<file path="config.mk">
export PLATFORM = sky130hd
export DESIGN_NAME = sccb_init_seq
export DESIGN_NICKNAME = d
export VERILOG_FILES = /design/src/rtl/sccb_init_seq.sv
export SDC_FILE = /design/constraint.sdc
export NUM_CORES = 1
export LEC_CHECK = 0
export CORE_MARGIN = 2
export CORE_UTILIZATION = 56
export DETAILED_ROUTE_END_ITERATION = 10
export GPL_TIMING_DRIVEN = 0
export PLACE_DENSITY = 0.88
export SYNTH_ARGS = -nofsm -noshare
export SYNTH_HDL_FRONTEND = slang
export SYNTH_SLANG_ARGS = --single-unit
</file>
<file path="constraint.sdc">
create_clock -name sysclk -period 5.2 [get_ports sysclk]
set_input_delay 1.04 -clock sysclk [delete_from_list [all_inputs] [get_ports sysclk]]
set_output_delay 1.04 -clock sysclk [all_outputs]
set_load 0.01 [all_outputs]
</file>
<file path="src/rtl/sccb_init_seq.sv">
// sccb_init_seq: walks an external register-init table and issues one SCCB write per entry.
//
// After reset or start the block waits PWRUP_CYCLES. It then reads the table one entry at a
// time through rom_addr/rom_data, where rom_data is valid one cycle after rom_addr.
//   16'hFFFF : end of table, go to DONE
//   16'hFFF0 : delay marker, wait CMD_DELAY_CYCLES
//   other    : write {DEV_ADDR, reg, value} through the sccb_req/sccb_busy handshake
//
// Ports:
//   sysclk          system clock, rising edge
//   rst             asynchronous active-high reset; the sequence restarts in PWRUP
//   start           single-cycle restart pulse, honoured only in IDLE/DONE/ERROR
//   rom_addr        table index
//   rom_data        table entry {reg, value}
//   sccb_req        one-cycle write request to the SCCB master
//   sccb_send_data  {DEV_ADDR, reg, value}, held from DECODE until the write completes
//   sccb_busy       SCCB master transaction in progress
//   running         high in every state except IDLE, DONE and ERROR
//   done / error    table finished / busy acknowledge timed out
//   cmd_count       completed register writes, saturating at 255
module sccb_init_seq #(
    parameter int unsigned PWRUP_CYCLES     = 3_750_000,
    parameter int unsigned CMD_DELAY_CYCLES = 1_250_000,
    parameter int unsigned BUSY_TIMEOUT     = 1024,
    parameter logic [7:0]  DEV_ADDR         = 8'h42
) (
    input  logic        sysclk,
    input  logic        rst,
    input  logic        start,
    output logic [7:0]  rom_addr,
    input  logic [15:0] rom_data,
    output logic        sccb_req,
    output logic [23:0] sccb_send_data,
    input  logic        sccb_busy,
    output logic        running,
    output logic        done,
    output logic        error,
    output logic [7:0]  cmd_count
);

    typedef enum logic [3:0] {
        StIdle, StPwrup, StFetch, StDecode, StReq,
        StWaitHi, StWaitLo, StDelay, StDone, StError
    } state_e;

    state_e      state_q, state_d;
    logic [31:0] cnt_q, cnt_d;
    logic [7:0]  index_q, index_d;
    logic [7:0]  cmd_count_q, cmd_count_d;
    logic [23:0] send_data_q, send_data_d;
    logic        req_q, running_q, done_q, error_q;

    always_comb begin
        state_d     = state_q;
        cnt_d       = cnt_q;
        index_d     = index_q;
        cmd_count_d = cmd_count_q;
        send_data_d = send_data_q;
        unique case (state_q)
            StIdle, StDone, StError: begin
                if (start) begin
                    state_d     = StPwrup;
                    cnt_d       = '0;
                    index_d     = '0;
                    cmd_count_d = '0;
                end
            end
            StPwrup: begin
                if (cnt_q + 32'd1 >= PWRUP_CYCLES) begin
                    state_d = StFetch;
                    cnt_d   = '0;
                end else begin
                    cnt_d = cnt_q + 32'd1;
                end
            end
            StFetch: state_d = StDecode;
            StDecode: begin
                if (rom_data == 16'hFFFF) begin
                    state_d = StDone;
                end else if (rom_data == 16'hFFF0) begin
                    // Index saturates; DELAY checks for 255 when it ends.
                    if (index_q != 8'hFF) index_d = index_q + 8'd1;
                    cnt_d   = '0;
                    state_d = StDelay;
                end else begin
                    send_data_d = {DEV_ADDR, rom_data};
                    state_d     = StReq;
                end
            end
            StReq: begin
                // The request cycle counts toward the acknowledge timeout.
                cnt_d   = 32'd1;
                state_d = StWaitHi;
            end
            StWaitHi: begin
                if (sccb_busy) begin
                    state_d = StWaitLo;
                end else if (cnt_q + 32'd1 >= BUSY_TIMEOUT) begin
                    state_d = StError;
                end else begin
                    cnt_d = cnt_q + 32'd1;
                end
            end
            StWaitLo: begin
                if (!sccb_busy) begin
                    if (cmd_count_q != 8'hFF) cmd_count_d = cmd_count_q + 8'd1;
                    if (index_q >= 8'd254) begin
                        index_d = 8'hFF;
                        state_d = StDone;
                    end else begin
                        index_d = index_q + 8'd1;
                        state_d = StFetch;
                    end
                end
            end
            StDelay: begin
                if (cnt_q + 32'd1 >= CMD_DELAY_CYCLES) begin
                    cnt_d   = '0;
                    state_d = (index_q == 8'hFF) ? StDone : StFetch;
                end else begin
                    cnt_d = cnt_q + 32'd1;
                end
            end
            default: state_d = StIdle;
        endcase
    end

    // Outputs are registered from the next state so they line up with the state they describe.
    always_ff @(posedge sysclk or posedge rst) begin
        if (rst) begin
            state_q     <= StPwrup;
            cnt_q       <= '0;
            index_q     <= '0;
            cmd_count_q <= '0;
            send_data_q <= '0;
            req_q       <= 1'b0;
            running_q   <= 1'b1;
            done_q      <= 1'b0;
            error_q     <= 1'b0;
        end else begin
            state_q     <= state_d;
            cnt_q       <= cnt_d;
            index_q     <= index_d;
            cmd_count_q <= cmd_count_d;
            send_data_q <= send_data_d;
            req_q       <= (state_d == StReq);
            running_q   <= !(state_d inside {StIdle, StDone, StError});
            done_q      <= (state_d == StDone);
            error_q     <= (state_d == StError);
        end
    end

    assign rom_addr       = index_q;
    assign sccb_req       = req_q;
    assign sccb_send_data = send_data_q;
    assign running        = running_q;
    assign done           = done_q;
    assign error          = error_q;
    assign cmd_count      = cmd_count_q;

endmodule

</file>
==> metrics.md, run 1 <==
| Metric | Value |
|---|---|
| Status | `complete, no violations` |
| Synthesis-to-layout area growth | `20.4%` |
| Drt pass-1 iters | `5` |
| Final nets | `616` |
| Via density per instance | `6.00` |
| R2r setup slk | `1.52 ns` |
| Vias in the first global route | `4233` |
| RSZ-0062 raised after global routing | `no` |
| Cell taking the most area after synthesis | `dfrtp_1` |
| Least-Margin Pin Slew | `around 1.1 ns` |
| Highest net fanout along the worst path | `10` |
| Clk_skew | `0.0106 ns` |
| Fin Setup TNS | `0 ns` |
| Global-route wire length before repair | `between 20000 and 25000 µm` |
| Share of cells above drive strength 1 | `0.131` |
| Diode count | `0` |
| Crit path DAT | `3.93 ns` |
| Main synth FF type | `dfrtp_1` |
| Die footprint | `roughly 9000 µm²` |
| CP Class | `reg2reg` |
| Worst-Skew Late Latency | `0.37 ns` |
| Unique cell type count in the Yosys netlist | `69` |
| # DRC | `0` |
| GRT overflow | `0` |
| CTS Hold Bufs | `0` |
| Routed WL | `between 10000 and 15000 µm` |
| Top post-synthesis cells by area | `dfrtp_1 (39%), mux2_2 (4.0%), nand2_1 (3.7%), nand3_1 (3.6%), nor2_1 (3.6%)` |
| Clock-pin slew on the worst setup and hold paths | `0.09 ns` |
| Tcrit/Tclk final | `0.707` |
| Core area | `7810 µm²` |
| Post-Syn Instances | `518` |
| Site Rows | `32` |
| Vias | `4191` |
| Synth Cell Area | `4560 µm²` |
| Post_cts resized | `0` |
| Post-CTS setup buffer count | `0` |
| # clock sinks | `73` |
| CTS tree | `done` |
| Ports | `64` |
| Slew headroom | `0.273` |
| Leakage | `0.00232 µW` |
| Final Core Density | `0.702` |
| Number of synthesized flops with an enable pin | `0` |
| Top-area cell type share of the netlist area | `0.390` |
| HPWL after DPL | `roughly 8500 µm` |
| Initial DRC Count | `273` |
| Register-to-Register Path Depth | `13` |
| Startpoint Class | `flop` |
| # port buffers | `57` |
| Die X | `about 94 µm` |
| Largest net degree at the start of global routing | `74` |
| Final Hold Viols | `0` |
| Clock Path Buffers | `2` |
| Routed Antenna Nets | `0` |
| Routability cong. | `0.929` |
| Die height | `94.2 µm` |
| Yosys warns | `0` |
| Initial Util | `0.583` |
| CTS root buffer | `clkbuf_8` |
| Total CTS buffers | `9` |
| Post-synth ARST share | `1.00` |
| Max-Cap Viols | `0` |
| Post-synthesis sequential area ratio | `0.402` |
| Worst Hold Depth | `1` |
| Post-Syn Area per Cell | `8.79 µm²` |
| Critical path data required time | `5.45 ns` |
| Hold crit path type | `reg2reg` |
| Synth Register Bits | `73` |
| # setup viols final | `0` |
| Post-route cell area | `5480 µm²` |
| GR Util All Layers | `0.285` |
| Final Slew Violations | `0` |
| Pwr Density | `238 nW/µm²` |
| Fmax | `272 MHz` |
| VDD IR-drop max | `roughly 0.16 mV` |
| H-tree Lvls | `3` |
| Worst Setup End Kind | `flop` |
| Routed len/inst | `16.7 µm` |
| Post-DP Area | `5280 µm²` |
| Tmin final | `3.68 ns` |
| Initial antenna violation count | `0` |
==> cell type report <==
class | instances | area, µm²
repair buffers | 57 | 571
flip-flops and latches | 73 | 1830
clock buffers | 9 | 124
inverters | 22 | 85.1
fillers | 605 | 2320
plain buffers | 36 | 224
well taps | 102 | 128
multi-input cells | 392 | 2440
clock inverters | 7 | 83.8
==> worst max-delay path, stage by stage, from the launching register on <==
cell	delay [ns]
dfrtp_1	0.49
ha_1	0.25
and3_1	0.16
buf_2	0.20
nand4_1	0.14
buf_4	0.20
nor2_1	0.17
xnor2_1	0.22
nand4_1	0.18
o211ai_1	0.41
a32oi_2	0.22
o21ai_2	0.34
nand2_1	0.26
o41ai_1	0.31
==> cell usage in the layout, fill, tap and decap left out, types with 9 or more instances in the layout <==
cell	instances
dfrtp_1	71
clkdlybuf4s50_1	57
nand2_1	45
nor2_1	44
nand3_1	33
o21ai_0	32
nor3_1	22
a21oi_1	22
inv_1	20
nand4_1	16
and2_1	16
xnor2_1	16
mux2_2	16
buf_4	15
clkbuf_1	10
and3_1	10
nor4_1	10
clkbuf_8	9
==> metrics by stage <==
stage / power [µW] / hold WS (ns) / cells / setup WS (ns)
2_1_floorplan: 762 / 0.492 / 523 / 2.26
3_3_place_gp: 819 / 0.483 / 682 / 1.09
3_5_place_dp: 829 / 0.500 / 682 / 1.62
4_1_cts: 1310 / 0.522 / 698 / 1.60
5_1_grt: 1370 / 0.530 / 698 / 1.28
6_report: 1310 / 0.518 / 698 / 1.52
==> power by group <==
| part | total (µW) | switching [µW] | leakage, µW | internal, µW |
|---|---|---|---|---|
| logic | 187 | 108 | 0.00122 | 79.6 |
| clock network | 486 | 254 | 0.000103 | 232 |
| registers | 633 | 37.2 | 0.00100 | 596 |
| total | 1310 | 399 | 0.00232 | 908 |
==> cells by family after synthesis <==
logic type,Yosys count,share of synthesized area
AOI/OAI and AO/OA,113,0.164
xor gates and xnor gates,21,0.0420
adders and majority gates,7,0.0184
buffers and inverters,58,0.0673
DFF,73,0.402
muxes,18,0.0439
other,1,0.000823
and+or+nand+nor,227,0.262
==> cells in the mapped netlist, drive strengths merged (2+ instances only) <==
cell     number
a21oi        23
a22oi         4
a311o         2
a31oi         8
a32o          2
and2         16
and3         10
and4          4
buf          26
clkbuf       10
dfrtp        71
dfstp         2
ha            5
inv          22
maj3          2
mux2         16
mux2i         2
nand2        46
nand2b        2
nand3        33
nand4        18
nor2         44
nor2b         4
nor3         22
nor3b         2
nor4         12
o211ai        5
o21a          2
o21ai        36
o22ai         6
o2bb2ai       3
o31ai         8
o32ai         3
or2           4
or3           7
xnor2        17
xor2          4
==> sequential cells by signal (all words and copies together) (netlist names) <==
register,count
error,1
cmd_count,8
rom_addr,8
cnt_q,32
running,1
sccb_req,1
sccb_send_data,17
state_q,4
done,1
==> per-layer routing <==
metal | up-vias | global-route usage | part of all wire
met5 | - | 0 | 0
met4 | 0 | 0.109 | 0.024
met3 | 29 | 0.0618 | 0.058
met2 | 168 | 0.477 | 0.49
met1 | 1980 | 0.360 | 0.43
li1 | 2014 | - | -
==> worst paths after layout <==
kind                                         start                  to
worst max-delay path                      cnt_q[0]           cnt_q[16]
worst min-delay path            sccb_send_data[17]  sccb_send_data[17]
worst max register to register            cnt_q[0]           cnt_q[16]
worst min register to register  sccb_send_data[17]  sccb_send_data[17]
max in group asynchronous                      rst            cnt_q[4]
min in group asynchronous                      rst           cnt_q[28]
(Power assumes the default switching activity.)
==> run 2: changes to the inputs <==
--- a/config.mk
+++ b/config.mk
@@ -6,10 +6,10 @@
 export NUM_CORES = 1
 export LEC_CHECK = 0
 export CORE_MARGIN = 2
-export CORE_UTILIZATION = 56
+export CORE_UTILIZATION = 50
 export DETAILED_ROUTE_END_ITERATION = 10
 export GPL_TIMING_DRIVEN = 0
-export PLACE_DENSITY = 0.88
+export PLACE_DENSITY = 0.83
 export SYNTH_ARGS = -nofsm -noshare
 export SYNTH_HDL_FRONTEND = slang
 export SYNTH_SLANG_ARGS = --single-unit
==> constraint.sdc (replaced) <==
create_clock -name sysclk -period 3.35 [get_ports sysclk]
set_input_delay 0.67 -clock sysclk [delete_from_list [all_inputs] [get_ports sysclk]]
set_output_delay 0.67 -clock sysclk [all_outputs]
set_load 0.01 [all_outputs]
==> run 2 against run 1 <==
Sequential power increased by 55%. Sequential share of layout area decreased by 1.3 points. Cell count increased by 2.4%. Global-route usage decreased by 4.1 points. Clock power increased by 44%.
==> metrics.md, run 2 (same netlist as run 1, synthesis figures left out) <==
| Metric | Value |
|---|---|
| Final Slew Violations | `0 (unchanged)` |
| CP Class | `reg2reg` |
| Least-Margin Pin Slew | `1.13 ns (+0.0475 ns)` |
| Via density per instance | `6.12 (+2.0%)` |
| Diode count | `0 (unchanged)` |
| R2r startpoint | `cnt_q[0]` |
| Post-place setup slack | `-0.294 ns (-1.91 ns)` |
| # DRC | `0 (unchanged)` |
| Largest register FFs | `32 (unchanged)` |
| Initial DRC Count | `217 (-21%)` |
| Largest register by flop count | `cnt_q` |
| Hold_sp | `sccb_send_data[17]` |
| Global-route wire length before repair | `19700 µm (-1.9%)` |
| Startpoint Class | `flop` |
| Routed len/inst | `16.7 µm (about the same)` |
| Crit path DAT | `3.51 ns (-0.42 ns)` |
| Worst Setup SP | `cnt_q[0]` |
| Pwr Density | `354 nW/µm² (+49%)` |
| GR Util All Layers | `0.244 (-0.0413)` |
| Largest net degree at the start of global routing | `74 (unchanged)` |
| Clk_skew | `0.0134 ns (+0.00278 ns)` |
| CP Cell Sequence | `ha_4 -> and3_1 -> buf_6 -> nand4_1 -> buf_6 -> buf_2 -> o21ai_0 -> o21ai_1 -> o21ai_2 -> nor4_4 -> a21oi_2 -> or2_1 -> buf_6 -> buf_6 -> a22oi_2 -> o41ai_2` |
| RSZ-0062 raised after global routing | `no` |
| Clock-pin slew on the worst setup and hold paths | `0.10 ns (about the same)` |
| Fin Setup TNS | `0 ns (unchanged)` |
| HPWL after DPL | `8240 µm (-2.7%)` |
| Critical path data required time | `3.61 ns (-1.84 ns)` |
| Clock Path Buffers | `2 (unchanged)` |
| GRT overflow | `0 (unchanged)` |
| H-tree Lvls | `3 (unchanged)` |
| CTS tree | `done` |
| Max stage delay on crit path | `0.46 ns (-0.03 ns)` |
| Slew headroom | `0.241 (-0.0319)` |
| Die height | `99.5 µm (+5.6%)` |
| Final nets | `627 (+1.8%)` |
| CTS root buffer | `clkbuf_8` |
| VDD IR-drop max | `0.205 mV (+27%)` |
| Leakage | `0.00243 µW (+4.5%)` |
| Worst Setup End Kind | `flop` |
| R2r setup slk | `0.1 ns (-1.42 ns)` |
| Site Rows | `34 (+6.3%)` |
| Initial Util | `0.520 (-0.0636)` |
| # setup viols final | `0 (unchanged)` |
| Share of cells above drive strength 1 | `0.185 (+0.0536)` |
| CTS Hold Bufs | `0 (unchanged)` |
| Critical path buffers and inverters | `5 (+3)` |
| Commonest non-fill, non-tap cells in the layout | `dfrtp_1 (69), clkdlybuf4s50_1 (57), nand2_1 (44), nor2_1 (40), o21ai_0 (31)` |
| Initial antenna violation count | `0 (unchanged)` |
| Worst-Skew Late Latency | `0.37 ns (about the same)` |
| Setup slack after layout | `0.0998 ns (-1.42 ns)` |
| Max-Cap Viols | `0 (unchanged)` |
| Total CTS buffers | `9 (unchanged)` |
| Ports | `64 (unchanged)` |
| Crit path max-delay family | `simple AND/OR/NAND/NOR gates` |
| Routed WL | `12000 µm (+2.5%)` |
| Routed Antenna Nets | `0 (unchanged)` |
| Slowest library cell on the worst path | `dfrtp_2` |
| Routability cong. | `0.956 (+2.9%)` |
| Fmax | `308 MHz (+13%)` |
| Final Hold Viols | `0 (unchanged)` |
| Die footprint | `9890 µm² (+11%)` |
| Hold crit path type | `reg2reg` |
| Core area | `8760 µm² (+12%)` |
| Die X | `99.5 µm (+5.6%)` |
| Most used cell, CP | `buf_6` |
| Vias in the first global route | `4234 (+0.024%)` |
| Highest net fanout along the worst path | `10 (unchanged)` |
| # clock sinks | `73 (unchanged)` |
| Worst hold slack | `0.513 ns (-0.00523 ns)` |
| Synthesis-to-layout area growth | `25.2%` |
| Commonest non-fill, non-tap cell in the layout | `dfrtp_1` |
| # port buffers | `57 (unchanged)` |
| Tmin final | `3.25 ns (-0.425 ns)` |
| Status | `complete, no violations` |
| Drt pass-1 iters | `5 (unchanged)` |
| Tcrit/Tclk final | `0.970 (+0.263)` |
| Vias | `4378 (+4.5%)` |
run 2: worst reg2reg max path, cell delays in order (launching register included):
cell	delay, ns
dfrtp_2	0.46
ha_4	0.19
and3_1	0.19
buf_6	0.14
nand4_1	0.15
buf_6	0.17
buf_2	0.20
o21ai_0	0.13
o21ai_1	0.12
o21ai_2	0.12
nor4_4	0.33
a21oi_2	0.13
or2_1	0.25
buf_6	0.14
buf_6	0.14
a22oi_2	0.19
o41ai_2	0.10
run 2: report_power, final:
group          internal, µW  switching (µW)  total [µW]
combinational           151             187         338
clock                   292             407         699
sequential              927            55.2         982
run 2: path summary, 6_finish.rpt:
path	end	cells past startpoint
setup / recovery	cnt_q[16]	16
hold / removal	sccb_send_data[17]	1
setup reg to reg	cnt_q[16]	16
hold reg to reg	sccb_send_data[17]	1
max in group asynchronous	cnt_q[0]	2
min in group asynchronous	cnt_q[25]	2
run 2: stage by stage:
stage	std cells	area, µm²	util	power (µW)
floorplan	523	4570	-	1180
global placement	688	5280	0.603	1270
detailed placement	688	5280	0.603	1290
CTS	708	5530	0.631	1990
global route	715	5700	0.651	2100
finish	715	5700	0.651	2020
run 2: what timing repair did:
item / CTS / global route
resized for setup: 6 / 29
buffers inserted: 4 / 7
endpoints found under the setup margin: 26 / 34
pin swaps: 2 / 7
run 2: final cells by class:
| type | instances | area [µm²] |
|---|---|---|
| multi-input cells | 392 | 2570 |
| repair buffers | 68 | 651 |
| plain buffers | 36 | 241 |
| inverters | 22 | 85.1 |
| well taps | 108 | 135 |
| flip-flops and latches | 73 | 1830 |
| fillers | 717 | 3060 |
| clock inverters | 7 | 67.6 |
| clock buffers | 9 | 124 |
run 2: per-layer routing:
layer | vias to the layer above | global-route usage | share of wire
met5 | - | 0 | 0
met4 | 0 | 0.101 | 0.029
met3 | 38 | 0.0485 | 0.072
met2 | 183 | 0.398 | 0.48
met1 | 2115 | 0.318 | 0.42
li1 | 2042 | - | -
==> run 3: changes to the inputs <==
--- a/config.mk
+++ b/config.mk
@@ -9,7 +9,7 @@
 export CORE_UTILIZATION = 50
 export DETAILED_ROUTE_END_ITERATION = 10
 export GPL_TIMING_DRIVEN = 0
-export PLACE_DENSITY = 0.83
+export PLACE_DENSITY = 0.77
 export SYNTH_ARGS = -nofsm -noshare
 export SYNTH_HDL_FRONTEND = slang
 export SYNTH_SLANG_ARGS = --single-unit
==> run 3 against run 2 <==
Clock skew shrank 0.0015 ns. Global-route usage shrank 0.73 points. Register-to-register slack got worse by 0.06 ns. Critical path type unchanged.
==> metrics.md, run 3 (same netlist as run 1, synthesis figures left out) <==
| Metric | Value |
|---|---|
| Synthesis-to-layout area growth | `25.3% (about the same)` |
| VDD IR-drop max | `0.247 mV (+21%)` |
| Clock-pin slew on the worst setup and hold paths | `0.08 ns (-0.02 ns)` |
| Post-place setup slack | `-0.250 ns (+0.0441 ns)` |
| Total CTS buffers | `9 (unchanged)` |
| Drt pass-1 iters | `5 (unchanged)` |
| # port buffers | `57 (unchanged)` |
| Worst hold slack | `0.510 ns (-0.00282 ns)` |
| Max stage delay on crit path | `0.45 ns (about the same)` |
| Site Rows | `34 (unchanged)` |
| GR Util All Layers | `0.236 (-0.00734)` |
| Fill count | `729 (+1.7%)` |
| Clk_skew | `0.0119 ns (-0.00148 ns)` |
| Commonest non-fill, non-tap cells in the layout | `dfrtp_1 (69), clkdlybuf4s50_1 (57), nand2_1 (44), nor2_1 (41)` |
| Fmax | `303 MHz (-1.7%)` |
| # DRC | `0 (unchanged)` |
| # clock sinks | `73 (unchanged)` |
| Most used cell, CP | `buf_6` |
| HPWL after DPL | `8460 µm (+2.6%)` |
| Initial antenna violation count | `0 (unchanged)` |
| Setup slack after layout | `0.0447 ns (-0.0550 ns)` |
| CP Cell Sequence | `ha_4 -> and3_1 -> clkbuf_4 -> nand4_1 -> buf_6 -> nor4_2 -> xnor2_1 -> nand3_2 -> nor4_4 -> a21oi_2 -> or2_1 -> buf_6 -> buf_6 -> a22oi_1 -> nand2_1` |
| Largest net degree at the start of global routing | `45 (-39%)` |
| Tcrit/Tclk final | `0.987 (+0.0164)` |
| Final nets | `629 (+0.32%)` |
| Global-route wire length before repair | `19100 µm (-3.3%)` |
| H-tree Lvls | `3 (unchanged)` |
| Placed cells | `689 (+0.15%)` |
| Vias in the first global route | `4060 (-4.1%)` |
| Diode count | `0 (unchanged)` |
| Final Hold Viols | `0 (unchanged)` |
| CP Class | `reg2reg` |
| Clock Path Buffers | `2 (unchanged)` |
| Share of cells above drive strength 1 | `0.181 (-0.00389)` |
| Largest register FFs | `32 (unchanged)` |
| Routed len/inst | `16.5 µm (-1.3%)` |
| Routed Antenna Nets | `0 (unchanged)` |
| Worst Setup End Kind | `flop` |
| Via density per instance | `6.00 (-2.0%)` |
| Post-DP Area | `5310 µm² (+0.52%)` |
| Critical path data required time | `3.59 ns (-0.02 ns)` |
| Routability cong. | `0.942 (-1.5%)` |
| Die X | `99.5 µm (unchanged)` |
| Die height | `99.5 µm (unchanged)` |
| Tmin final | `3.31 ns (+0.0550 ns)` |
| Pwr Density | `353 nW/µm² (-0.38%)` |
| Commonest non-fill, non-tap cell in the layout | `dfrtp_1` |
| Max-Cap Viols | `0 (unchanged)` |
| Layout Cells excl Fill | `717 (+0.28%)` |
| Vias | `4302 (-1.7%)` |
| Initial Util | `0.520 (unchanged)` |
| Slowest library cell on the worst path | `dfrtp_2` |
| Die footprint | `9890 µm² (unchanged)` |
| Highest net fanout along the worst path | `10 (unchanged)` |
| Fin Setup TNS | `0 ns (unchanged)` |
| Core area | `8760 µm² (unchanged)` |
| Slew headroom | `0.351 (+0.110)` |
| Startpoint Class | `flop` |
| Least-Margin Pin Slew | `0.966 ns (-0.164 ns)` |
| Largest register by flop count | `cnt_q` |
| Post-route cell area | `5710 µm² (about the same)` |
| Leakage | `0.00241 µW (-0.72%)` |
| Initial DRC Count | `237 (+9.2%)` |
| # setup viols final | `0 (unchanged)` |
| Final Slew Violations | `0 (unchanged)` |
| Routed WL | `11800 µm (-1.0%)` |
| CTS root buffer | `clkbuf_8` |
| Crit path DAT | `3.55 ns (+0.04 ns)` |
| Ports | `64 (unchanged)` |
| CTS tree | `done` |
| Hold crit path type | `reg2reg` |
| CTS Hold Bufs | `0 (unchanged)` |
| GRT overflow | `0 (unchanged)` |
| Status | `complete, no violations` |
| Worst-Skew Late Latency | `0.36 ns (about the same)` |
==> run 3: cell count changes in the layout (fill, tap and decap cells not counted), sizes merged <==
cell / delta
clkinv: +2
inv: -4
clkbuf: +2
buf: +1
clkinvlp: +1
==> run 3: cell type report <==
cell class / instances / area (µm²) / area share
multi-input combinational: 392 / 2540 / 0.445
sequential: 73 / 1830 / 0.321
timing repair buffer: 70 / 688 / 0.121
buffer: 36 / 238 / 0.0417
clock buffer: 10 / 138 / 0.0241
tap: 108 / 135 / 0.0237
inverter: 22 / 85.1 / 0.0149
clock inverter: 6 / 50.0 / 0.00877
==> run 3: what timing repair did <==
| item | in CTS | in global routing |
|---|---|---|
| endpoints found under the hold margin | 0 | 0 |
| gates resized for setup | 5 | 23 |
| buffers inserted | 2 | 10 |
| endpoints found under the setup margin | 25 | 33 |
| pin swaps | 1 | 4 |
==> run 3: worst paths after layout <==
check,start,to,slack [ns],depth (start not counted)
worst max-delay path,cnt_q[0],cnt_q[11],0.04,15
worst max register to register,cnt_q[0],cnt_q[11],0.04,15
min in group asynchronous,rst,sccb_send_data[17],0.63,2
worst min register to register,sccb_send_data[11],sccb_send_data[11],0.51,1
max in group asynchronous,rst,cnt_q[0],2.15,3
worst min-delay path,sccb_send_data[11],sccb_send_data[11],0.51,1
==> run 3: stage by stage <==
stage / total power (µW) / util
2_1_floorplan: 1180 / -
4_1_cts: 1950 / 0.631
3_5_place_dp: 1290 / 0.606
3_3_place_gp: 1270 / 0.603
6_report: 2010 / 0.651
5_1_grt: 2090 / 0.651
==> run 3: metal layers <==
metal / GRT usage / vias to the layer above / routed length, µm
li1: - / 2042 / -
met5: 0 / - / 0
met1: 0.307 / 2069 / 4960
met2: 0.394 / 160 / 5960
met3: 0.0499 / 31 / 698
met4: 0.0790 / 0 / 227
==> run 3: where the power goes <==
group	switching, µW	internal (µW)
logic	189	165
clock network	375	297
registers	59.3	928
total	623	1390
==> run 3: worst max-delay path, delay by kind of cell (launching register included) <==
| kind | cells | cell delay [ns] |
|---|---|---|
| flip-flops | 1 | 0.45 |
| AO/OA/AOI/OAI | 2 | 0.33 |
| adder cells (fa/ha/maj) | 1 | 0.17 |
| XOR/XNOR | 1 | 0.18 |
| buffers and inverters | 4 | 0.66 |
| AND/OR/NAND/NOR | 7 | 1.39 |
